### config.mk
export PLATFORM = sky130hd
export DESIGN_NAME = ps2_key_decoder
export DESIGN_NICKNAME = d
export VERILOG_FILES = /design/src/rtl/ps2_key_decoder.sv
export SDC_FILE = /design/constraint.sdc
export NUM_CORES = 1
export LEC_CHECK = 0
export ABC_AREA = 0
export BUFFER_PORTS_ARGS = -buffer_cell sky130_fd_sc_hd__buf_2
export CORE_MARGIN = 3
export CORE_UTILIZATION = 50
export CTS_CLUSTER_SIZE = 24
export DETAILED_ROUTE_END_ITERATION = 8
export GPL_ROUTABILITY_DRIVEN = 0
export GPL_TIMING_DRIVEN = 0
export PLACE_DENSITY = 0.68
export SYNTH_ARGS = -nofsm -noshare
export SYNTH_HDL_FRONTEND = slang
export SYNTH_SLANG_ARGS = --single-unit
### constraint.sdc
create_clock -name clk -period 3.58 [get_ports clk]
set_clock_uncertainty 0.2 [all_clocks]
set_input_delay 0 -clock clk [delete_from_list [all_inputs] [get_ports clk]]
set_output_delay 0 -clock clk [all_outputs]
set_load 0.03 [all_outputs]
### src/rtl/ps2_key_decoder.sv
// PS/2 keyboard receiver and key decoder (scan code set 2).
// Receives frames on the raw PS/2 pins, tracks E0/F0 prefixes and maps the
// game/menu keys onto the shared 4-bit key codes consumed by the menu and game
// controllers.
module ps2_key_decoder #(
  parameter int unsigned TIMEOUT_CYCLES = 65000
) (
  input  logic       clk,
  input  logic       rst_n,
  input  logic       ps2_clk,
  input  logic       ps2_data,
  output logic [3:0] key_code,
  output logic       key_valid,
  output logic       frame_err,
  output logic [7:0] rx_byte,
  output logic       rx_byte_valid
);

  localparam int unsigned CW = (TIMEOUT_CYCLES > 1) ? $clog2(TIMEOUT_CYCLES) : 1;

  // Shared key encoding
  localparam logic [3:0] key_relesed = 4'd0;
  localparam logic [3:0] key_A       = 4'd1;
  localparam logic [3:0] key_S       = 4'd2;
  localparam logic [3:0] key_W       = 4'd3;
  localparam logic [3:0] key_D       = 4'd4;
  localparam logic [3:0] key_1       = 4'd5;
  localparam logic [3:0] key_2       = 4'd6;
  localparam logic [3:0] key_3       = 4'd7;
  localparam logic [3:0] key_4       = 4'd8;
  localparam logic [3:0] key_esc     = 4'd9;

  typedef enum logic [1:0] {
    S_IDLE,
    S_DATA,
    S_PARITY,
    S_STOP
  } rx_state_e;

  // Unmapped scan codes return key_relesed, which no real key uses
  function automatic logic [3:0] map_key(input logic [7:0] code);
    case (code)
      8'h1C:   map_key = key_A;
      8'h1B:   map_key = key_S;
      8'h1D:   map_key = key_W;
      8'h23:   map_key = key_D;
      8'h16:   map_key = key_1;
      8'h1E:   map_key = key_2;
      8'h26:   map_key = key_3;
      8'h25:   map_key = key_4;
      8'h76:   map_key = key_esc;
      default: map_key = key_relesed;
    endcase
  endfunction

  logic          clk_meta_q, clk_sync_q, clk_prev_q;
  logic          dat_meta_q, dat_sync_q;
  logic          fall;

  rx_state_e     state_q, state_d;
  logic [2:0]    bit_cnt_q, bit_cnt_d;
  logic [7:0]    shift_q, shift_d;
  logic          parity_q, parity_d;
  logic [CW-1:0] tmo_q, tmo_d;
  logic [7:0]    rx_byte_q, rx_byte_d;
  logic          rx_valid_q, rx_valid_d;
  logic          err_q, err_d;

  logic [3:0]    key_q, key_d;
  logic          kv_q, kv_d;
  logic          brk_q, brk_d;
  logic          ext_q, ext_d;
  logic [3:0]    mapped;

  // Two-flop synchronizers plus a delayed copy of the clock for edge detection
  always_ff @(posedge clk or negedge rst_n) begin
    if (!rst_n) begin
      clk_meta_q <= 1'b1;
      clk_sync_q <= 1'b1;
      clk_prev_q <= 1'b1;
      dat_meta_q <= 1'b1;
      dat_sync_q <= 1'b1;
    end else begin
      clk_meta_q <= ps2_clk;
      clk_sync_q <= clk_meta_q;
      clk_prev_q <= clk_sync_q;
      dat_meta_q <= ps2_data;
      dat_sync_q <= dat_meta_q;
    end
  end

  assign fall = clk_prev_q & ~clk_sync_q;

  // Receiver state register
  always_ff @(posedge clk or negedge rst_n) begin
    if (!rst_n) begin
      state_q    <= S_IDLE;
      bit_cnt_q  <= '0;
      shift_q    <= '0;
      parity_q   <= 1'b0;
      tmo_q      <= '0;
      rx_byte_q  <= '0;
      rx_valid_q <= 1'b0;
      err_q      <= 1'b0;
    end else begin
      state_q    <= state_d;
      bit_cnt_q  <= bit_cnt_d;
      shift_q    <= shift_d;
      parity_q   <= parity_d;
      tmo_q      <= tmo_d;
      rx_byte_q  <= rx_byte_d;
      rx_valid_q <= rx_valid_d;
      err_q      <= err_d;
    end
  end

  // Receiver next state: bit sampling on falling edges, frame check, timeout
  always_comb begin
    state_d    = state_q;
    bit_cnt_d  = bit_cnt_q;
    shift_d    = shift_q;
    parity_d   = parity_q;
    rx_byte_d  = rx_byte_q;
    rx_valid_d = 1'b0;
    err_d      = 1'b0;

    if (fall) begin
      tmo_d = '0;
    end else if (state_q != S_IDLE) begin
      tmo_d = tmo_q + CW'(1);
    end else begin
      tmo_d = '0;
    end

    if (fall) begin
      case (state_q)
        S_IDLE: begin
          if (!dat_sync_q) begin
            state_d   = S_DATA;
            bit_cnt_d = '0;
          end
        end
        S_DATA: begin
          shift_d   = {dat_sync_q, shift_q[7:1]};
          bit_cnt_d = bit_cnt_q + 3'd1;
          if (bit_cnt_q == 3'd7) state_d = S_PARITY;
        end
        S_PARITY: begin
          parity_d = dat_sync_q;
          state_d  = S_STOP;
        end
        S_STOP: begin
          state_d = S_IDLE;
          if (dat_sync_q && (^{shift_q, parity_q})) begin
            rx_byte_d  = shift_q;
            rx_valid_d = 1'b1;
          end else begin
            err_d = 1'b1;
          end
        end
        default: state_d = S_IDLE;
      endcase
    end else if (state_q != S_IDLE && tmo_q == CW'(TIMEOUT_CYCLES - 1)) begin
      state_d = S_IDLE;
      tmo_d   = '0;
      err_d   = 1'b1;
    end
  end

  assign mapped = map_key(rx_byte_q);

  // Decoder next state: prefix tracking and make/break handling per good byte
  always_comb begin
    key_d = key_q;
    kv_d  = 1'b0;
    brk_d = brk_q;
    ext_d = ext_q;
    if (err_q) begin
      brk_d = 1'b0;
      ext_d = 1'b0;
    end else if (rx_valid_q) begin
      if (rx_byte_q == 8'hE0) begin
        ext_d = 1'b1;
      end else if (rx_byte_q == 8'hF0) begin
        brk_d = 1'b1;
      end else begin
        if (!ext_q && mapped != key_relesed) begin
          if (brk_q) begin
            if (mapped == key_q) begin
              key_d = key_relesed;
              kv_d  = 1'b1;
            end
          end else if (mapped != key_q) begin
            key_d = mapped;
            kv_d  = 1'b1;
          end
        end
        brk_d = 1'b0;
        ext_d = 1'b0;
      end
    end
  end

  // Decoder state register
  always_ff @(posedge clk or negedge rst_n) begin
    if (!rst_n) begin
      key_q <= key_relesed;
      kv_q  <= 1'b0;
      brk_q <= 1'b0;
      ext_q <= 1'b0;
    end else begin
      key_q <= key_d;
      kv_q  <= kv_d;
      brk_q <= brk_d;
      ext_q <= ext_d;
    end
  end

  assign key_code      = key_q;
  assign key_valid     = kv_q;
  assign frame_err     = err_q;
  assign rx_byte       = rx_byte_q;
  assign rx_byte_valid = rx_valid_q;

endmodule

# [Word-level counts from Yosys, hierarchy flattened]
# Index checks and enable logic that the tools add are counted.
[word_totals] ff_bits=52 latch_bits=0 ramBits=0 romBits=0 inputBits=4 output_inout_bits=15 memories=0
[op_classes] n_addsub=2 mul=0 n_div=0 order_cmp=0 eq_ne=24 shifts=0 mux=38 bitwise=5 reduce_logical=20
[ops] operator="16-bit 2-to-1 mux" count=4
[ops] operator="8-bit by 5-bit equality test with 1-bit output (second input constant)" count=5
[ops] operator="4-bit one-hot mux with 9 select lines" count=1
[ops] operator="8-bit by 6-bit equality test with 1-bit output (second input constant)" count=3
[ops] operator="1-bit 2-to-1 mux" count=23
[ops] operator="16-bit by 1-bit adder with 16-bit output (second input constant)" count=1
[ops] operator="16-bit equality test (second input constant)" count=1
[ops] operator="8-bit equality test (second input constant)" count=2
[ops] operator="4-bit 2-to-1 mux" count=3
[ops] operator="2-bit nonzero test" count=5
[ops] operator="3-bit != test (second input constant)" count=3
[ops] operator="3-bit AND reduction" count=3
[ops] operator="9-bit parity" count=1
[ops] operator="8-bit by 7-bit equality test with 1-bit output (second input constant)" count=1
[ops] operator="2-bit 2-to-1 mux" count=4
[ops] operator="2-bit one-hot mux with 4 select lines" count=1
[ops] operator="2-bit AND reduction" count=4
[ops] operator="7-bit AND reduction" count=1
[ops] operator="3-bit one-hot mux with 2 select lines" count=1
[ops] operator="2-bit equality test (second input constant)" count=2
[ops] operator="4-bit equality test" count=1
[ops] operator="2-bit != test (second input constant)" count=2
[ops] operator="4-bit != test" count=1
[ops] operator="1-bit inverter" count=4
[ops] operator="10 further kinds" count=12

# [Depth between registers and ports, before layout]
# Gate-level depths: netlist of the first run.
[logic_depth] depth_word=10 depth_mapped=9 ltp_nobuf=8

# [Worst setup path after synthesis of the first run]
# No wires, ideal clock.
[synth_timing] path_type="register to register" from="register rx_byte_q[1] (netlist: rx_byte[1])" to="register key_q[1] (netlist: key_code[1])" setup_time_ns=0.128 t_arrival_ns=3.057 t_required_ns=3.252 path_slack_ns=0.196 path_stages_with_launch=9 path_buffers=1 period_less_slack_ns=3.384 cell_sequence="dfrtp_1 -> buf_6 -> or4b_1 -> a211o_1 -> xnor2_1 -> or4_1 -> ha_1 -> a2111o_1 -> mux2_1"
[synth_via] elab_chain_cells=5 elab_cells_between_ends=23 cone_classes="eq/ne: 14; mux: 3; bitwise: 2; reduce/logical: 4"
[synth_lines] element="start: declaration" line_no="65" text="logic [7:0] rx_byte_q, rx_byte_d;"
[synth_lines] element="start signal: assignment" line_no="111" text="rx_byte_q <= rx_byte_d;"
[synth_lines] element="8-bit by 7-bit equality test with 1-bit output (tied with other cells)" line_no="42" text="case (code)"
[synth_lines] element="4-bit one-hot mux with 9 select lines" line_no="42"
[synth_lines] element="4-bit equality test (tied with other cells)" line_no="189" text="if (mapped == key_q) begin"
[synth_lines] element="2-bit by 1-bit != test with 1-bit output (no line) (tied with other cells)"
[synth_lines] element="7-bit AND reduction (no line)"
[synth_lines] element="end signal: assignment" line_no="207" text="key_q <= key_relesed;"
[synth_lines] element="end signal: assignment" line_no="212" text="key_q <= key_d;"
[synth_lines] element="end: declaration" line_no="69" text="logic [3:0] key_q, key_d;"
# Parallel ways exist; a longest one is shown, timed or not. The select of a mux whose other input is x is not followed.
# A chain may end at the register's enable or synchronous reset.

# [Worst setup path in the final report of the first run]
[layout_timing] from="register rx_byte_q[6] (netlist: rx_byte[6])" to="register key_q[1] (netlist: key_code[1])"
# Same word-level chain as after synthesis.

==> flow_results.org, run 1 <==
** Status
- The run finished with clean final reports.

** Detailed routing
- Total wire length after detailed routing :: 4387 µm
- Detailed router's first-iteration violation count :: 77
- The first detailed-routing pass ran for 4 iterations.
- In the routed design, unresolved DRC markers number 0.
- Post-detailed-route count of antenna-violating nets :: 0
- Average routed wire per standard cell :: 12.98 µm
- Number of vias per cell after detailed routing :: 5.314
- Across all layers, the routed design uses 1796 vias.

** GRT
- Across every metal layer, demand over resource in global routing totals 16.25%.
- Residual overflow from global routing :: 0
- Initial antenna violation count :: 0
- The via count of the first global-routing pass came to 1710.
- The first global-routing pass estimated 7797 µm of wire.
- Entering global routing, the biggest net connects 53 pins.

** Critical path
- Type of element launching the critical path :: flip-flop
- CP peak stage delay :: 510 ps
- The endpoint identified for the worst register-to-register timing path is key_code[1].
- Launch instance of the worst register-to-register path :: rx_byte[6]
- The critical path goes through clkbuf_1, or4b_1, a211o_1, xnor2_1, or4_1, ha_1, a2111o_1, mux2_1.
- Arrival time at the worst endpoint :: 3410 ps
- Together, buffers and inverters on the worst path number 1.
- The worst register-to-register path has a depth of 8.
- Crit Path Max Fanout :: 8
- In this design, the largest share of critical-path delay is due to simple AND/OR/NAND/NOR gates.
- The worst register-to-register path has a setup slack of 170 ps.
- Type of element capturing the critical path :: flip-flop
- Critical path type :: flip-flop to flip-flop
- Worst-path cell with the longest stage delay :: sky130_fd_sc_hd__or4b_1
- Data on the critical path is required at its endpoint by 3580 ps.
- The critical path crosses 8 cells after its start point.

** Cells and area
- From synthesis to final layout, the design area changed by 11.45%.
- Post-layout nets :: 283
- 0 antenna diodes ended up in the layout.
- Fraction of final layout cells sized beyond drive strength 1 :: 18.82%

** Logic synthesis
- FF+latch count, synth :: 52
- Leading cell types by total area after synthesis :: sky130_fd_sc_hd__dfrtp_1, sky130_fd_sc_hd__mux2_2, sky130_fd_sc_hd__xnor2_1
- Most repeated cell in the gate-level netlist after synthesis :: sky130_fd_sc_hd__dfrtp_1
- The synthesized design devotes to its leading area cell type 45.04% of total area.
- Proportion of synthesized chip area in sequential cells :: 50.07%
- Synth warn :: 0
- Counting flops with an async set or reset pin after synthesis yields a share of 100.0%.
- A synthesized cell averages 10.79 µm².
- Top cells by instance count after synthesis :: sky130_fd_sc_hd__dfrtp_1, sky130_fd_sc_hd__nor2_1, sky130_fd_sc_hd__nand2_1, sky130_fd_sc_hd__xnor2_1, sky130_fd_sc_hd__mux2_2
- Cells after Synth :: 242
- Largest area contributor in the netlist :: sky130_fd_sc_hd__dfrtp_1
- The cell area that synthesis handed to floorplanning was 2611 µm².
- The synthesized design contains 0 enable-type register cells.
- Yosys cell types :: 47
- Prevailing post-synth register cell :: sky130_fd_sc_hd__dfrtp_1
- Nets in the synthesized netlist :: 255

** Timing
- Count of final max-slew check failures :: 0
- Setup violations remaining at the end of the flow were counted as 0.
- The hold violation count in the final report is 0.
- Setup repair after global routing left no endpoint under its margin.
- Normalized max-slew margin :: 26.04%
- Ratio of final minimum period to clock period :: 95.34%
- Summed over all failing endpoints, the final setup total negative slack is 0 ps.
- Timing would allow up to 293.0 MHz.
- At the pin with the least slew margin, the transition time is 1109 ps.
- For the finished layout, the period the worst path requires is 3413 ps.

** Power
- The analysis attributes to cell leakage a power of 0.001353 µW.
- Total power :: 1588 µW
- Power dissipated by switching net loads :: 548.9 µW
- Worst supply voltage drop on vdd :: 0.2723 mV
- Relative contribution of the clock network to total power :: 21.7%
- Relative contribution of combinational cells to total power :: 30.1%
- Net switching share of the total power :: 34.56%
- For this design the ratio of total power to cell area is 545.7 nW/µm².
- Internal power comes to 1039 µW.
- Of the total power, registers draw 48.2%.

** Clock network
- Post CTS Setup Buffer Count :: 0
- The H-tree generated during clock tree synthesis spans 2 levels.
- TritonCTS built the clock tree.
- The clock reaches the later pin of the worst-skew pair after 300 ps.
- TritonCTS created 5 clock buffers.
- Reg clk slew, reported paths :: 100 ps
- The tree built by TritonCTS fans out to 52 sinks.
- Number of buffers on the longest clock path :: 2
- CTS placed an instance of sky130_fd_sc_hd__clkbuf_8 at the clock tree root.

** Floorplan
- Area of the core :: 4880 µm²
- The die covers 6125 µm².
- 19 I/O pins were placed.
- The initial utilization of the core area, before any placement, comes to 53.51%.
- In this run the vertical extent of the chip is 78.27 µm.
- The die is 78.27 µm wide.
- Std cell rows :: 25

** Worst hold path
- The worst hold path passes through 2 cells.
- In this run the worst hold path is classified as primary input to flip-flop.
- For hold timing, the worst endpoint is dat_meta_q.
- The worst hold path begins at ps2_data.

** Job
- Max-cap violations in this run came to 0.

** Place
- Half-perimeter wire length after detailed placement :: 3043 µm
- Count of buffers inserted at the top-level ports :: 18
## worst max-delay path by stage
stage	start	to	slack (ps)
6_report	rx_byte[6]	key_code[1]	170
5_1_grt	rx_byte[6]	key_code[1]	30
4_1_cts	rx_byte[6]	key_code[1]	170
3_5_place_dp	rx_byte[6]	key_code[1]	190
3_3_place_gp	rx_byte[6]	key_code[1]	230
2_1_floorplan	rx_byte[1]	key_code[1]	200
## per-stage QoR
step	setup slack, ps	instance area [µm²]	hold slack, ps	util, %	std cells
final	166.8	2910	126.4	59.64	338
after global routing	26.47	2910	113.1	59.64	338
after CTS	171.6	2910	109.4	59.64	338
after detailed placement	190.5	2785	-91.15	57.08	327
after global placement	226.8	2785	-94.52	57.08	327
after floorplan	195.7	2611	-495.6	-	242
## per-layer routing
metal  global-route usage, %  up-vias  wire length, µm
met5                       0        -                0
met4                   6.643        0              100
met3                   4.472        9              167
met2                   25.68       30             1983
met1                   21.16      861             2135
li1                        -      896                -
## layout make-up
class / instances / area, µm²
multi-input cells: 172 / 1226
well taps: 67 / 83.83
plain buffers: 9 / 43.79
inverters: 9 / 33.78
clock buffers: 5 / 68.82
repair buffers: 21 / 120.1
flip-flops and latches: 52 / 1308
clock inverters: 3 / 26.28
fillers: 429 / 1969
## power groups by stage
stage          Clock [µW]  Combinational [µW]  Sequential [µW]
4_1_cts               362                 486              766
3_5_place_dp            0                 479              778
5_1_grt               389                 543              781
6_report              345                 478              765
2_1_floorplan           0                 355              787
3_3_place_gp            0                 473              775
## flip-flops by register name (all words and copies together) (netlist names), 2 cells and up
register and flops:
bit_cnt_q 3, key_code 4, rx_byte 8, shift_q 8, state_q 2, tmo_q 16
## kinds of logic after synthesis
| kind of cell | count (synthesis) | synth area share [%] |
|---|---|---|
| and+or+nand+nor | 88 | 17.49 |
| DFF | 52 | 50.07 |
| AOI/OAI and AO/OA | 30 | 7.763 |
| xor gates and xnor gates | 26 | 9.248 |
| muxes | 19 | 8.146 |
| buffers and inverters | 18 | 2.971 |
| adders and majority gates | 9 | 4.312 |
## layout by cell type, fill, tap and decap left out, types with 8 or more instances in the layout
| cell type | n |
|---|---|
| sky130_fd_sc_hd__buf_2 | 20 |
| sky130_fd_sc_hd__nand2_1 | 17 |
| sky130_fd_sc_hd__xor2_1 | 8 |
| sky130_fd_sc_hd__dfrtp_1 | 47 |
| sky130_fd_sc_hd__xnor2_1 | 17 |
| sky130_fd_sc_hd__nand3_1 | 10 |
| sky130_fd_sc_hd__inv_1 | 9 |
| sky130_fd_sc_hd__mux2_2 | 16 |
| sky130_fd_sc_hd__ha_1 | 9 |
| sky130_fd_sc_hd__nor2_1 | 25 |
## what timing repair did
action                                 4_1_cts  5_1_grt
hold buffers                                 3        0
endpoints found under the hold margin       49        0
resized for setup                            0        0
Power figures use the tool's default switching activity.
==> inputs of run 2 (changes only) <==
--- a/config.mk
+++ b/config.mk
@@ -7,13 +7,13 @@
 export LEC_CHECK = 0
 export ABC_AREA = 0
 export BUFFER_PORTS_ARGS = -buffer_cell sky130_fd_sc_hd__buf_2
+export CORE_ASPECT_RATIO = 0.9
 export CORE_MARGIN = 3
-export CORE_UTILIZATION = 50
+export CORE_UTILIZATION = 40
 export CTS_CLUSTER_SIZE = 24
 export DETAILED_ROUTE_END_ITERATION = 8
 export GPL_ROUTABILITY_DRIVEN = 0
 export GPL_TIMING_DRIVEN = 0
-export PLACE_DENSITY = 0.68
 export SYNTH_ARGS = -nofsm -noshare
 export SYNTH_HDL_FRONTEND = slang
 export SYNTH_SLANG_ARGS = --single-unit
==> constraint.sdc (replaced) <==
create_clock -name clk -period 3.6 [get_ports clk]
set_clock_uncertainty 0.2 [all_clocks]
set_input_delay 0 -clock clk [delete_from_list [all_inputs] [get_ports clk]]
set_output_delay 0 -clock clk [all_outputs]
set_load 0.03 [all_outputs]
==> run 2 against run 1 <==
Compared with the run above: count of clock-buffer cells in the layout is the same; clock power is 14% higher; design area grew 1.4%; critical path depth did not move; non-clock buffer count is the same; utilization down 12 points; sequential share of layout area shrank 0.63 points; wire length is 4.2% higher; worst hold slack gained 25 ps; via count rose by 0.17%; sequential cell count is the same; combinational power is 2% higher.
==> flow_results.org, run 2 (synthesis results as in run 1) <==
** Timing
- Summed over all failing endpoints, the final setup total negative slack is 0 ps.
- Ratio of final minimum period to clock period :: 94.24%
- Hold is met by 151.3 ps.
- Based on the critical path, the design can be clocked at up to 294.8 MHz.
- Final setup violation count :: 0
- Subtracting the final worst setup slack from the clock period gives 3393 ps.
- Number of hold-slack violations in the final timing report :: 0
- Setup repair after global routing left no endpoint under its margin.
- Count of final max-slew check failures :: 0
- Normalized max-slew margin :: 23.65%
- At the pin with the least slew margin, the transition time is 1145 ps.

** Clock network
- The longest clock path from root to sink contains 2 buffers.
- The H-tree generated during clock tree synthesis spans 2 levels.
- For the worst-skew pair, the clock arrives at the later sink with an insertion delay of 290 ps.
- Clock tree synthesis selected as its root buffer the cell sky130_fd_sc_hd__clkbuf_8.
- Once the clock tree was built, the setup fixing pass inserted 0 buffers.
- TritonCTS built the clock tree.
- CTS Sinks :: 52
- After clock tree synthesis, the clock-pin slew on the worst setup and hold paths is 100 ps.
- The number of clock buffers added by TritonCTS is 5.
- Buffers inserted to repair hold after CTS numbered 3.
- Post_cts resized :: 0

** Cells and area
- 0 antenna diodes ended up in the layout.
- The register with the most flip-flops in the layout has 16 of them.
- At the end of the flow, the number of nets in the layout was 283.
- Area Growth Syn to Fin :: 13.03%
- Most frequent cells in the layout :: sky130_fd_sc_hd__dfrtp_1, sky130_fd_sc_hd__nor2_1, sky130_fd_sc_hd__buf_2
- Most common cell after layout, fill and taps aside :: sky130_fd_sc_hd__dfrtp_1
- Fraction of final layout cells sized beyond drive strength 1 :: 18.82%
- Fillers :: 616
- Top register by number of flip-flops :: tmo_q

** Power
- Of the total power, the clock network draws 23.9%.
- Total power :: 1641 µW
- Relative contribution of combinational cells to total power :: 29.7%
- Power spread over the standard cell area amounts to 556.0 nW/µm².
- Net switching share of the total power :: 33.18%
- Design internal power :: 1097 µW
- Power dissipated by switching net loads :: 544.4 µW
- In this run, flip-flops and latches consume 46.4% of the power.
- The worst-case IR drop observed on VDD is 0.2779 mV.
- In this run the static leakage power is 0.001358 µW.

** Critical path
- At the worst endpoint, the arrival time is 3380 ps.
- Cells along the critical path :: clkbuf_1, or4b_1, a211o_1, xnor2_1, or4_1, ha_1, a2111o_1, mux2_1
- Reg-to-reg setup timing slack :: 210 ps
- Type of element capturing the critical path :: flip-flop
- Launch instance of the worst register-to-register path :: rx_byte[6]
- Worst-path cell with the longest stage delay :: sky130_fd_sc_hd__or4_1
- Required time at the endpoint of the critical path :: 3590 ps
- Counting cells, the worst reg-to-reg path comes to 8.
- The largest single stage delay on the critical path is 510 ps.
- In this run the worst path has a maximum fanout of 8.
- The worst setup path is of the flip-flop to flip-flop kind.
- STA classifies the critical path startpoint as a flip-flop.
- Worst r2r dst :: key_code[3]

** Detailed routing
- DRC violation count after routing :: 0
- Dividing the detail-routed wire length by the instance count gives 12.77 µm.
- Post-detailed-route count of antenna-violating nets :: 0
- The routed layout has 1799 vias.
- Number of vias per cell after detailed routing :: 5.025
- In this run, the number of DRC markers left after iteration 0 of detailed routing was 86.
- Total wire length after detailed routing :: 4573 µm
- Before antenna repair, the detailed router went through 4 iterations.

** Worst hold path
- The path with the worst hold slack has its endpoint at clk_meta_q.
- The path class of the tightest hold or removal check is primary input to flip-flop.
- Worst Hold Depth :: 2
- Hold_sp :: ps2_clk

** Job
- The tool flagged a number of max-cap violations equal to 0.

** GRT
- Residual overflow from global routing :: 0
- Number of global-route vias before repair :: 1750
- Largest net degree at the start of global routing :: 53
- Global routing used 12.95% of the available tracks.
- The number of antenna violations at the first check in global routing came to 0.
- The first global-routing pass estimated 7921 µm of wire.

** Floorplan
- The core region is 6216 µm².
- Die Wd :: 91.17 µm
- In this run the vertical extent of the chip is 82.65 µm.
- Overall die area :: 7535 µm²
- The initial utilization of the core area, before any placement, comes to 42.01%.
- Row generation in the floorplan step produced 27 rows.
- 19 I/O pins were placed.

** Place
- Count of buffers inserted at the top-level ports :: 18
- Half-perimeter wire length after detailed placement :: 3218 µm

** Status
- Outcome :: finished, final reports clean
run 2: cell types whose count changed in the layout (fill, tap and decap cells not counted):
cell / delta
sky130_fd_sc_hd__bufinv_16: +1
sky130_fd_sc_hd__clkinv_2: +1
sky130_fd_sc_hd__clkinv_4: -1
sky130_fd_sc_hd__clkinvlp_4: +1
sky130_fd_sc_hd__inv_6: -2
run 2: how the worst max path moves through the flow:
stage / end / cells past startpoint / startpoint / slack [ps]
after floorplan: key_code[1] / 8 / rx_byte[1] / 220
after global placement: key_code[3] / 8 / rx_byte[6] / 250
after detailed placement: key_code[3] / 8 / rx_byte[6] / 210
after CTS: key_code[3] / 8 / rx_byte[6] / 190
after global routing: key_code[3] / 8 / rx_byte[6] / 70
final: key_code[3] / 8 / rx_byte[6] / 210
run 2: per-layer routing:
layer / up-vias / track usage (%) / wire, µm
met3: 4 / 3.170 / 149
met1: 874 / 16.72 / 2319
met5: - / 0 / 0
met2: 26 / 22.34 / 2069
li1: 895 / - / -
met4: 0 / 2.861 / 35
run 2: worst max-delay path: cells and delay by family, from the launching register on:
family | cells | cell delay (ps)
DFF | 1 | 380
xor gates and xnor gates | 1 | 150
adders and majority gates | 1 | 210
AOI/OAI and AO/OA | 2 | 790
buffers and inverters | 1 | 200
muxes | 1 | 340
and+or+nand+nor | 2 | 1010
run 2: power by group through the flow:
stage	sequential, µW	combinational (µW)	clock, µW
after floorplan	783	353	0
after global placement	772	478	0
after detailed placement	774	488	0
after CTS	763	493	409
after global routing	776	551	429
final	761	488	392
run 2: through the flow:
stage | area, µm² | utilization, % | std cells | setup slack [ps]
floorplan | 2611 | - | 242 | 215.7
global route | 2952 | 47.48 | 358 | 67.57
global placement | 2810 | 45.21 | 347 | 246.7
detailed placement | 2810 | 45.21 | 347 | 209.1
CTS | 2952 | 47.48 | 358 | 194.1
finish | 2952 | 47.48 | 358 | 207.3
run 2: final cells by class:
type,count,area [µm²],share of cell area (%)
flip-flops and latches,52,1308,44.30
multi-input cells,172,1226,41.54
repair buffers,21,120.1,4.070
well taps,87,108.9,3.688
clock buffers,5,68.82,2.331
plain buffers,9,43.79,1.484
clock inverters,3,42.54,1.441
inverters,9,33.78,1.145
